--- config.mk ---
export PLATFORM = sky130hd
export DESIGN_NAME = fmpadding_cfg_regs_flat
export DESIGN_NICKNAME = d
export VERILOG_FILES = /design/src/rtl/fmpadding_cfg_regs_if.sv /design/src/rtl/fmpadding_cfg_regs.sv /design/src/flat_wrapper.sv
export SDC_FILE = /design/constraint.sdc
export NUM_CORES = 1
export LEC_CHECK = 0
export CAP_MARGIN = 10
export CELL_PAD_IN_SITES_DETAIL_PLACEMENT = 1
export CELL_PAD_IN_SITES_GLOBAL_PLACEMENT = 1
export CORE_UTILIZATION = 44
export DETAILED_ROUTE_END_ITERATION = 10
export PLACE_DENSITY_LB_ADDON = 0.1
export REMOVE_ABC_BUFFERS = 1
export SETUP_SLACK_MARGIN = 0.3
export SYNTH_ARGS = -nofsm -noshare
export SYNTH_HDL_FRONTEND = slang
export SYNTH_SLANG_ARGS = --single-unit
--- constraint.sdc ---
create_clock -name ap_clk -period 3.25 [get_ports ap_clk]
set_input_delay 0.325 -clock ap_clk [delete_from_list [all_inputs] [get_ports ap_clk]]
set_output_delay 0.325 -clock ap_clk [all_outputs]
set_load 0.005 [all_outputs]
--- src/rtl/fmpadding_cfg_regs_if.sv ---
// Write-enable bus from the AXI-Lite write adapter into the padding config bank.
// It carries a single-cycle strobe, a byte address and 32-bit data.
interface fmpadding_cfg_regs_if #(
    parameter int ADDR_BITS = 5
);
    logic                 we;
    logic [ADDR_BITS-1:0] wa;
    logic [31:0]          wd;

    modport master (output we, wa, wd);
    modport slave  (input  we, wa, wd);
endinterface

--- src/rtl/fmpadding_cfg_regs.sv ---
// Padding geometry config bank: shadow registers are written from the bus.
// A validated shadow set is copied atomically into the active registers at a frame boundary.
module fmpadding_cfg_regs #(
    parameter int          ADDR_BITS = 5,
    parameter int          DIM_BITS  = 16,
    parameter int unsigned INIT_XON  = 0,
    parameter int unsigned INIT_XOFF = 0,
    parameter int unsigned INIT_XEND = 0,
    parameter int unsigned INIT_YON  = 0,
    parameter int unsigned INIT_YOFF = 0,
    parameter int unsigned INIT_YEND = 0
) (
    input  logic                ap_clk,
    input  logic                ap_rst_n,
    fmpadding_cfg_regs_if.slave wr,
    input  logic                boundary,
    output logic [DIM_BITS-1:0] xon,
    output logic [DIM_BITS-1:0] xoff,
    output logic [DIM_BITS-1:0] xend,
    output logic [DIM_BITS-1:0] yon,
    output logic [DIM_BITS-1:0] yoff,
    output logic [DIM_BITS-1:0] yend,
    output logic                cfg_update,
    output logic                cfg_err
);
    localparam int NREG = 6;

    logic                     addr_ok;
    logic [2:0]               idx;
    logic                     wr_en;
    logic                     ctrl_wr;
    logic                     commit;
    logic                     set_valid;
    logic                     pending_reg;
    logic                     cfg_update_reg;
    logic                     cfg_err_reg;
    logic [NREG*DIM_BITS-1:0] shadow_flat;
    logic [NREG*DIM_BITS-1:0] active_flat;
    logic                     unused_bits;

    // Addresses above the 32-byte window alias nothing and are dropped.
    generate
        if (ADDR_BITS > 5) begin : g_addr_hi
            assign addr_ok = (wr.wa[ADDR_BITS-1:5] == '0);
        end else begin : g_addr_exact
            assign addr_ok = 1'b1;
        end
    endgenerate

    assign idx         = wr.wa[4:2];
    assign wr_en       = wr.we && addr_ok;
    assign ctrl_wr     = wr_en && (idx == 3'd6);
    assign commit      = boundary && pending_reg;
    assign unused_bits = &{1'b0, wr.wa[1:0], wr.wd};

    assign set_valid =
        (shadow_flat[0*DIM_BITS +: DIM_BITS] <= shadow_flat[1*DIM_BITS +: DIM_BITS]) &&
        (shadow_flat[1*DIM_BITS +: DIM_BITS] <= shadow_flat[2*DIM_BITS +: DIM_BITS]) &&
        (shadow_flat[3*DIM_BITS +: DIM_BITS] <= shadow_flat[4*DIM_BITS +: DIM_BITS]) &&
        (shadow_flat[4*DIM_BITS +: DIM_BITS] <= shadow_flat[5*DIM_BITS +: DIM_BITS]);

    genvar gi;
    generate
        for (gi = 0; gi < NREG; gi++) begin : g_reg
            localparam int unsigned INIT_RAW =
                (gi == 0) ? INIT_XON  :
                (gi == 1) ? INIT_XOFF :
                (gi == 2) ? INIT_XEND :
                (gi == 3) ? INIT_YON  :
                (gi == 4) ? INIT_YOFF : INIT_YEND;
            localparam logic [DIM_BITS-1:0] INIT_V = DIM_BITS'(INIT_RAW);

            logic [DIM_BITS-1:0] shadow_reg;
            logic [DIM_BITS-1:0] active_reg;

            // Active copies the shadow value held before this edge, so a
            // same-cycle shadow write lands only in shadow.
            always_ff @(posedge ap_clk or negedge ap_rst_n) begin
                if (!ap_rst_n) begin
                    shadow_reg <= INIT_V;
                    active_reg <= INIT_V;
                end else begin
                    if (commit && set_valid) begin
                        active_reg <= shadow_reg;
                    end
                    if (wr_en && (idx == 3'(gi))) begin
                        shadow_reg <= wr.wd[DIM_BITS-1:0];
                    end
                end
            end

            assign shadow_flat[gi*DIM_BITS +: DIM_BITS] = shadow_reg;
            assign active_flat[gi*DIM_BITS +: DIM_BITS] = active_reg;
        end
    endgenerate

    // A commit request arriving with the boundary survives it; an error set beats a clear.
    always_ff @(posedge ap_clk or negedge ap_rst_n) begin
        if (!ap_rst_n) begin
            pending_reg    <= 1'b0;
            cfg_update_reg <= 1'b0;
            cfg_err_reg    <= 1'b0;
        end else begin
            cfg_update_reg <= commit && set_valid;

            if (ctrl_wr && wr.wd[0]) begin
                pending_reg <= 1'b1;
            end else if (commit) begin
                pending_reg <= 1'b0;
            end

            if (commit && !set_valid) begin
                cfg_err_reg <= 1'b1;
            end else if (ctrl_wr && wr.wd[1]) begin
                cfg_err_reg <= 1'b0;
            end
        end
    end

    assign xon        = active_flat[0*DIM_BITS +: DIM_BITS];
    assign xoff       = active_flat[1*DIM_BITS +: DIM_BITS];
    assign xend       = active_flat[2*DIM_BITS +: DIM_BITS];
    assign yon        = active_flat[3*DIM_BITS +: DIM_BITS];
    assign yoff       = active_flat[4*DIM_BITS +: DIM_BITS];
    assign yend       = active_flat[5*DIM_BITS +: DIM_BITS];
    assign cfg_update = cfg_update_reg;
    assign cfg_err    = cfg_err_reg;
endmodule
--- src/flat_wrapper.sv ---
// flat-port wrapper written by rule: the top's interface ports become plain ports
module fmpadding_cfg_regs_flat 
#(
    parameter int          ADDR_BITS = 5,
    parameter int          DIM_BITS  = 16,
    parameter int unsigned INIT_XON  = 0,
    parameter int unsigned INIT_XOFF = 0,
    parameter int unsigned INIT_XEND = 0,
    parameter int unsigned INIT_YON  = 0,
    parameter int unsigned INIT_YOFF = 0,
    parameter int unsigned INIT_YEND = 0
)
  (ap_clk, ap_rst_n, boundary, xon, xoff, xend, yon, yoff, yend, cfg_update, cfg_err, wr_we, wr_wa, wr_wd);
  fmpadding_cfg_regs_if #(.ADDR_BITS(ADDR_BITS)) wr_i ();
  input  logic ap_clk;
  input  logic ap_rst_n;
  input  logic boundary;
  output logic [DIM_BITS-1:0] xon;
  output logic [DIM_BITS-1:0] xoff;
  output logic [DIM_BITS-1:0] xend;
  output logic [DIM_BITS-1:0] yon;
  output logic [DIM_BITS-1:0] yoff;
  output logic [DIM_BITS-1:0] yend;
  output logic cfg_update;
  output logic cfg_err;
  input wire logic [$bits(wr_i.we)-1:0] wr_we;
  input wire logic [$bits(wr_i.wa)-1:0] wr_wa;
  input wire logic [$bits(wr_i.wd)-1:0] wr_wd;
  assign wr_i.we = wr_we;
  assign wr_i.wa = wr_wa;
  assign wr_i.wd = wr_wd;
  fmpadding_cfg_regs #(.ADDR_BITS(ADDR_BITS), .DIM_BITS(DIM_BITS), .INIT_XON(INIT_XON), .INIT_XOFF(INIT_XOFF), .INIT_XEND(INIT_XEND), .INIT_YON(INIT_YON), .INIT_YOFF(INIT_YOFF), .INIT_YEND(INIT_YEND)) u_core (.ap_clk(ap_clk), .ap_rst_n(ap_rst_n), .wr(wr_i), .boundary(boundary), .xon(xon), .xoff(xoff), .xend(xend), .yon(yon), .yoff(yoff), .yend(yend), .cfg_update(cfg_update), .cfg_err(cfg_err));
endmodule
# ---- Word-level counts from Yosys, hierarchy flattened
# Cells that the tools add are included.
dict set report word_totals {
  regBits 195
  out_inout_bits 98
  word_cells 48
}
dict set report classes {
  n_lt_le_gt_ge 4
  eq_ne 6
  muxes 4
  n_reduce_logical 19
}
# operator count
set op_table {}
lappend op_table {{less-or-equal comparator 16 bit} 4}
lappend op_table {{logical AND 1 bit} 15}
lappend op_table {{equality test 3 bit, second input constant} 3}
lappend op_table {{equality test 3 x 2 -> 1 bit, second input constant} 2}
lappend op_table {{two-way mux 1 bit} 4}
lappend op_table {{nonzero test 2 bit} 2}
lappend op_table {{equality test 3 x 1 -> 1 bit, second input constant} 1}
lappend op_table {{zero test 3 bit} 1}
lappend op_table {{zero test 1 bit} 1}

# ---- Longest topological paths before layout
# Gate-level depths: netlist of the first run.
dict set report logic_depth {
  ltp_word 7
  mapped_depth 11
  mapped_depth_nobuf 9
}

# ---- Least setup slack after synthesis of the first run
# No wires, ideal clock.
dict set report synth_timing {
  kind {reg-to-reg}
  from {register u_core.g_reg[4].shadow_reg[14]}
  to {register u_core.g_reg[1].active_reg[0], in the netlist u_core.xoff[0]}
  arrival_ns 2.380
  required_time_ns 3.125
  slack_ns 0.745
  stages_incl_launch_ff 12
  path_buffers 2
  path_cell_list {dfrtp_1 -> inv_1 -> ha_1 -> a21oi_1 -> nand2_1 -> a221o_1 -> o31ai_1 -> o2111a_1 -> nand3_2 -> buf_6 -> buf_6 -> mux2_4}
}
dict set report synth_via {
  elab_chain_cells 4
}
# element line_no
set synth_rtl {}
lappend synth_rtl {{from (decl)} fmpadding_cfg_regs.sv:73} ;# logic [DIM_BITS-1:0] shadow_reg;
lappend synth_rtl {{from (signal assigned)} fmpadding_cfg_regs.sv:87} ;# shadow_reg <= wr.wd[DIM_BITS-1:0];
lappend synth_rtl {{less-or-equal comparator 16 bit} fmpadding_cfg_regs.sv:59} ;# (shadow_flat[3*DIM_BITS +: DIM_BITS] <= shadow_flat[4*DIM_BITS +: DIM_BITS]) &&
lappend synth_rtl {{logical AND 1 bit} fmpadding_cfg_regs.sv:58} ;# (shadow_flat[1*DIM_BITS +: DIM_BITS] <= shadow_flat[2*DIM_BITS +: DIM_BITS]) &&
lappend synth_rtl {{logical AND 1 bit *} fmpadding_cfg_regs.sv:59}
lappend synth_rtl {{logical AND 1 bit *} fmpadding_cfg_regs.sv:83} ;# if (commit && set_valid) begin
lappend synth_rtl {{to (signal assigned)} fmpadding_cfg_regs.sv:84} ;# active_reg <= shadow_reg;
lappend synth_rtl {{to (decl)} fmpadding_cfg_regs.sv:74} ;# logic [DIM_BITS-1:0] active_reg;
# Every way passes the cells marked *; elsewhere a longest branch is shown, timed or not.
# A chain may end at the register's enable or synchronous reset.

# ---- Worst setup path in the final report of the first run
dict set report layout_timing {
  from {register u_core.g_reg[4].shadow_reg[5]}
  to {register u_core.g_reg[1].active_reg[8], in the netlist u_core.xoff[8]}
}
# Same word-level chain as after synthesis.

==> flow_summary.toml, run 1 <==
[worst_setup_path]
endpoint_kind = "flip-flop"
r2r_setup_slack_ns = 0.38
r2r_start = "u_core.g_reg[4].shadow_reg[5]$_DFFE_PN0P_"
timing.rr.end = "u_core.xoff[8]$_DFFE_PN0P_"
r2r_cells = 10
crit_required_ns = 3.56
path_max_fanout = 39
crit_type = "reg2reg"
setup.worst_path.start_class = "flip-flop"
critPathArrivalTime_ns = 3.18

[timing]
drv_slew = 0
tightest_slew_ns = 0.768
finalWorstSetupSlack_ns = 0.382
hold_slack_ns = -0.0535
fin_crit_ns = 2.87
period_share_pct = 88.2
max_slew_margin_pct = 48.8
finalHoldViolations = 36
rsz0062_at_grt = "true"
skew_ns = 0.0121
setup_viol = 0
fmax_mhz = 349

[layout]
regArea_sq_um = 4880
nets = 936
antenna_cells = 0
post_route_cells_drive_above_1_share_pct = 23.4
largest_reg_flops = 96
multi_input_area_sq_um = 3650
fillers = 2023
area_growth_pct = 24.1
final_util_pct = 56.1

[floorplan]
dieArea_sq_um = 20700
rows = 51
die_x_microns = 144
die_h_microns = 144
io_pins = 139
start_util_pct = 45.2
coreArea_sq_um = 19600

[clock_tree]
cts.clk_slew.worst_paths_ns = 0.07
clock_sinks = 195
cts_hold_buffers = 0
clockRootBuffer = "clkbuf_16"
htreeDepth = 4
cts_tree = "yes"
clk_path_buf_depth = 2
cts_setup_buffers = 0
clk_latency_ns = 0.43
cts-buffers-inserted = 17

[global_route]
grt_pass1_wl_mm = 33.7
antenna_found_initial = 0
grt_use_total_pct = 21.6
grt_pass1_vias = 6276
grt_max_degree = 92
grt_overflow = 0

[power_and_ir_drop]
power_frac_seq_pct = 44.6
pwr-share-comb_pct = 31.2
power.switching_w = 0.00233
powerDensity_nw_per_um2 = 719
power.share.switching_pct = 29.5
internal_power_w = 0.00557
vdd_ir_drop_max_uv = 384
leakagePower_nw = 5.24
clockPowerShare_pct = 24.2

[yosys]
netlist_instances = 703
ys_seq_elements = 195
synth_cell_types = 29
avgSynthCellArea_sq_um = 12.6
yosys_warnings = 0
synth_area_sq_um = 8860
synth_seq_area_share_pct = 55.1

[job]
maxCapViolations = 0

[status]
violations = "negative hold slack"
status = "complete, but fails checks"

[detailed_routing]
dr.pass1.iters = 4
drtAntennaViolNets = 0
routed_wirelength_mm = 20.6
dr_wl_met2_mm = 10.2
drc = 0
via_per_inst = 5.18
drt_iter0_markers = 239
wl_met3_microns = 564
wl_met1_mm = 9.58
routed.top_layer = "met4"
vias = 5738
wl_per_cell_microns = 18.6

[place]
pre_cts_slack_ns = 0.308
dp_hpwl_mm = 14.8
portBuffers = 120
globalplace.congestion = 0.784

[min_path]
hp-class = "in2async"
## worst max path at each step
stage,start,to,slack (ns),depth (start not counted)
final,u_core.g_reg[4].shadow_reg[5]$_DFFE_PN0P_,u_core.xoff[8]$_DFFE_PN0P_,0.38,10
after floorplan,u_core.g_reg[4].shadow_reg[14]$_DFFE_PN0P_,u_core.xend[0]$_DFFE_PN0P_,-0.86,9
after global placement,u_core.g_reg[4].shadow_reg[5]$_DFFE_PN0P_,u_core.xoff[7]$_DFFE_PN0P_,0.40,10
after detailed placement,u_core.g_reg[4].shadow_reg[5]$_DFFE_PN0P_,u_core.xoff[6]$_DFFE_PN0P_,0.31,10
after global routing,u_core.g_reg[4].shadow_reg[5]$_DFFE_PN0P_,u_core.xoff[8]$_DFFE_PN0P_,0.24,10
after CTS,u_core.g_reg[4].shadow_reg[5]$_DFFE_PN0P_,u_core.xoff[6]$_DFFE_PN0P_,0.33,10
## Yosys cell counts
library cell / count / area (sq um)
nand4b_1: 2 / 17.5
a21o_1: 4 / 30.0
o2111a_1: 1 / 11.3
nand2b_1: 2 / 12.5
a21oi_1: 25 / 125
nor2b_1: 3 / 18.8
and4_1: 3 / 26.3
o211ai_1: 3 / 22.5
nor4_1: 4 / 25.0
a21boi_0: 3 / 22.5
buf_2: 6 / 30.0
a221o_1: 4 / 40.0
mux2_2: 115 / 1290
mux2_4: 29 / 435
nor3_1: 3 / 15.0
ha_1: 64 / 801
buf_6: 4 / 45.0
nor2_1: 6 / 22.5
nand2_1: 68 / 255
o21ai_0: 55 / 275
nand4_1: 10 / 62.6
dfrtp_1: 195 / 4880
clkbuf_1: 13 / 48.8
nand3_2: 1 / 10.0
inv_1: 67 / 251
a211oi_1: 1 / 7.51
o31ai_1: 3 / 22.5
nor3b_1: 1 / 7.51
nand3_1: 8 / 40.0
## power by group through the flow
stage               registers (W)  clock network [W]  logic [W]
finish                    0.00353            0.00191    0.00246
floorplan                 0.00347                  0    0.00118
global placement          0.00354                  0    0.00237
CTS                       0.00354            0.00196    0.00248
global route              0.00362            0.00205    0.00275
detailed placement        0.00358                  0    0.00245
## placed cells by master, fill, tap and decap left out, types with 2 or more instances in the layout
cell type        Yosys  layout
clkbuf_8             0       2
a21boi_0             3       2
buf_12               0       2
a21o_1               4       4
o21ai_0             55      54
clkbuf_16            0      17
nand3_1              8       8
o31ai_2              0       3
inv_1               67      67
clkdlybuf4s50_1      0     119
clkinvlp_4           0       2
nor2_1               6       6
a221o_1              4       4
mux2_4              29      29
dfrtp_1            195     195
nand2b_1             2       2
nor3_2               0       2
nand4_1             10      10
a21oi_1             25      25
nand4b_1             2       2
mux2_2             115     115
nor4_2               0       2
and4_1               3       3
clkinv_2             0       4
clkinv_4             0       6
nor4_1               4       2
nand2_1             68      68
nor2b_1              3       3
ha_1                64      64
o211ai_1             3       3
buf_4                0       8
## area by class of cell
type                            count  share of cell area (%)
Clock buffer                       19                    4.03
Clock inverter                     12                   0.797
Inverter                           67                    2.29
Multi-Input combinational cell    418                    33.2
Sequential cell                   195                    44.4
Tap cell                          265                    3.02
Timing Repair Buffer              132                    12.2
## cell families (layout without fill, tap and decap cells)
logic type,after synthesis,after routing,share of synthesized area [%]
flip-flops,195,195,55.1
multiplexers,144,144,19.5
AND/OR/NAND/NOR,111,111,5.79
AO/OA/AOI/OAI,99,99,6.29
buffers and inverters,90,230,4.24
adder cells (fa/ha/maj),64,64,9.04
## worst max-delay path, cell delays in order, from the launching register on
cell and delay [ns]:
dfrtp_1 0.38, inv_1 0.07, ha_1 0.31, a21oi_1 0.14, o21ai_0 0.14, a221o_1 0.37, o31ai_2 0.31, o2111a_2 0.31
nand3_4 0.13, buf_12 0.22, mux2_4 0.33
## what timing repair did
item | 4_1_cts | 5_1_grt
hold endpoints to repair | 0 | 0
pin swaps | 0 | 1
gates resized for setup | 1 | 9
endpoints found under the setup margin | 7 | 96
## stage by stage
stage	TNS (ns)	power, W	area (sq um)	instances
2_1_floorplan	-82.16	0.00465	8730	680
3_3_place_gp	0	0.00592	10400	1077
3_5_place_dp	0	0.00603	10400	1077
4_1_cts	0	0.00798	11000	1108
5_1_grt	0	0.00842	11000	1108
6_report	0	0.00790	11000	1108
## routing by layer
| metal | track usage, % | vias up |
|---|---|---|
| met2 | 35.9 | 84 |
| li1 | - | 2692 |
| met5 | 0 | - |
| met4 | 6.10 | 0 |
| met3 | 3.50 | 15 |
| met1 | 29.2 | 2947 |
Note: power is estimated with default switching activity, not from simulation.
==> run 2: changes to the inputs <==
- SETUP_SLACK_MARGIN: 0.3 -> not set
==> run 2 against run 1 <==
  * The run still ends with negative hold slack left
  * Via count decreased by 0.40%
  * Flip-flop and latch count unchanged
  * Setup slack got worse by 0.056 ns
  * Clock skew barely moved
  * Critical endpoint is now u_core.xon[7]$_DFFE_PN0P_
  * Sequential share of layout area rose by 0.16 points
  * Register-to-register slack lost 0.06 ns
  * Die area is the same
==> flow_summary.toml, run 2 (synthesized netlist as in run 1, its figures left out) <==
[status]
violations = "negative hold slack"
status = "complete, but fails checks"

[power_and_ir_drop]
leakagePower_nw = 5.23
p_total_w = 0.00788
powerDensity_nw_per_um2 = 720
vdd_ir_drop_max_uv = 380

[worst_setup_path]
setup.worst_path.start_class = "flip-flop"
crit_type = "reg2reg"
path_max_fanout = 18
crit_required_ns = 3.55
endpoint_kind = "flip-flop"
critPathArrivalTime_ns = 3.23

[floorplan]
coreArea_sq_um = 19600
dieArea_sq_um = 20700
rows = 51
die_x_microns = 144
io_pins = 139
die_h_microns = 144
start_util_pct = 45.2

[clock_tree]
clk_path_buf_depth = 2
clockRootBuffer = "clkbuf_16"
clk_latency_ns = 0.42
cts.clk_slew.worst_paths_ns = 0.07
cts_hold_buffers = 0
cts-buffers-inserted = 17
htreeDepth = 4
cts_tree = "yes"
cts_resized = 0
clock_sinks = 195
cts_setup_buffers = 0

[layout]
layout_commonest_cell = "dfrtp_1"
largest_reg_flops = 96
final_cell_mix = "dfrtp_1, clkdlybuf4s50_1, mux2_2"
nets = 936
antenna_cells = 0
area_growth_pct = 23.6
stdcell_area_sq_um = 10900
fillers = 2030
post_route_cells_drive_above_1_share_pct = 22.7

[global_route]
grt_pass1_vias = 6276
antenna_found_initial = 0
grt_pass1_wl_mm = 33.7
grt_use_total_pct = 21.6
grt_overflow = 0
grt_max_degree = 92

[timing]
tightest_slew_ns = 0.765
fin_crit_ns = 2.92
drv_slew = 0
finalWorstSetupSlack_ns = 0.326
rsz0062_at_grt = "false"
hold_slack_ns = -0.0476
fmax_mhz = 342
max_slew_margin_pct = 49.0
finalHoldViolations = 36
skew_ns = 0.0122
setup_viol = 0
period_share_pct = 90.0

[detailed_routing]
dr.pass1.iters = 4
drt_iter0_markers = 256
wl_per_cell_microns = 18.5
via_per_inst = 5.16
routed_wirelength_mm = 20.5
vias = 5715
drtAntennaViolNets = 0
drc = 0

[place]
dp_hpwl_mm = 14.8
globalplace.congestion = 0.784
place_area_sq_um = 10400
portBuffers = 120
pre_cts_slack_ns = 0.308

[min_path]
hp-class = "in2async"

[job]
maxCapViolations = 0
==> run 2: metal layers <==
metal,track usage (%),wire (microns),up-vias
li1,-,-,2688
met1,29.2,9600,2927
met2,35.9,10100,85
met3,3.50,557,15
met4,6.10,241,0
met5,0,0,-
==> run 2: final timing paths <==
check / from / endpoint / slack (ns) / cells past startpoint
hold reg to reg: u_core.g_reg[2].shadow_reg[1]$_DFFE_PN0P_ / u_core.xend[1]$_DFFE_PN0P_ / 0.50 / 1
max in group asynchronous: ap_rst_n / u_core.g_reg[3].shadow_reg[14]$_DFFE_PN0P_ / 2.41 / 2
setup / recovery: u_core.g_reg[1].shadow_reg[7]$_DFFE_PN0P_ / u_core.xon[7]$_DFFE_PN0P_ / 0.33 / 10
setup reg to reg: u_core.g_reg[1].shadow_reg[7]$_DFFE_PN0P_ / u_core.xon[7]$_DFFE_PN0P_ / 0.33 / 10
min in group ap_clk: u_core.g_reg[2].shadow_reg[1]$_DFFE_PN0P_ / u_core.xend[1]$_DFFE_PN0P_ / 0.50 / 1
hold / removal: ap_rst_n / u_core.yend[8]$_DFFE_PN0P_ / -0.05 / 1
==> run 2: per-stage QoR <==
step | instances | utilization, % | setup TNS [ns]
2_1_floorplan | 680 | - | -82.16
3_3_place_gp | 1077 | 53.2 | 0
3_5_place_dp | 1077 | 53.2 | 0
4_1_cts | 1108 | 55.9 | 0
5_1_grt | 1108 | 55.9 | 0
6_report | 1108 | 55.9 | 0
==> run 2: critical path, stage by stage, from the launching register on <==
cell,delay [ns]
dfrtp_1,0.40
inv_1,0.08
ha_1,0.33
a21oi_1,0.17
o21ai_0,0.17
a221o_1,0.35
a211oi_1,0.25
o2111a_1,0.36
nand3_4,0.13
buf_4,0.25
mux2_4,0.32
==> run 2: area by class of cell <==
type | instances | area [sq um] | area share (%)
Clock buffer | 19 | 443 | 4.05
Tap cell | 265 | 332 | 3.03
Multi-Input combinational cell | 418 | 3620 | 33.1
Clock inverter | 12 | 87.6 | 0.800
Timing Repair Buffer | 132 | 1330 | 12.2
Inverter | 67 | 251 | 2.30
Sequential cell | 195 | 4880 | 44.6
==> run 2: where the power goes <==
| group | total [W] | switching (W) | internal [W] |
|---|---|---|---|
| registers | 0.00353 | 0.000449 | 0.00308 |
| logic | 0.00244 | 0.000948 | 0.00149 |
| clock network | 0.00192 | 0.000919 | 0.000997 |
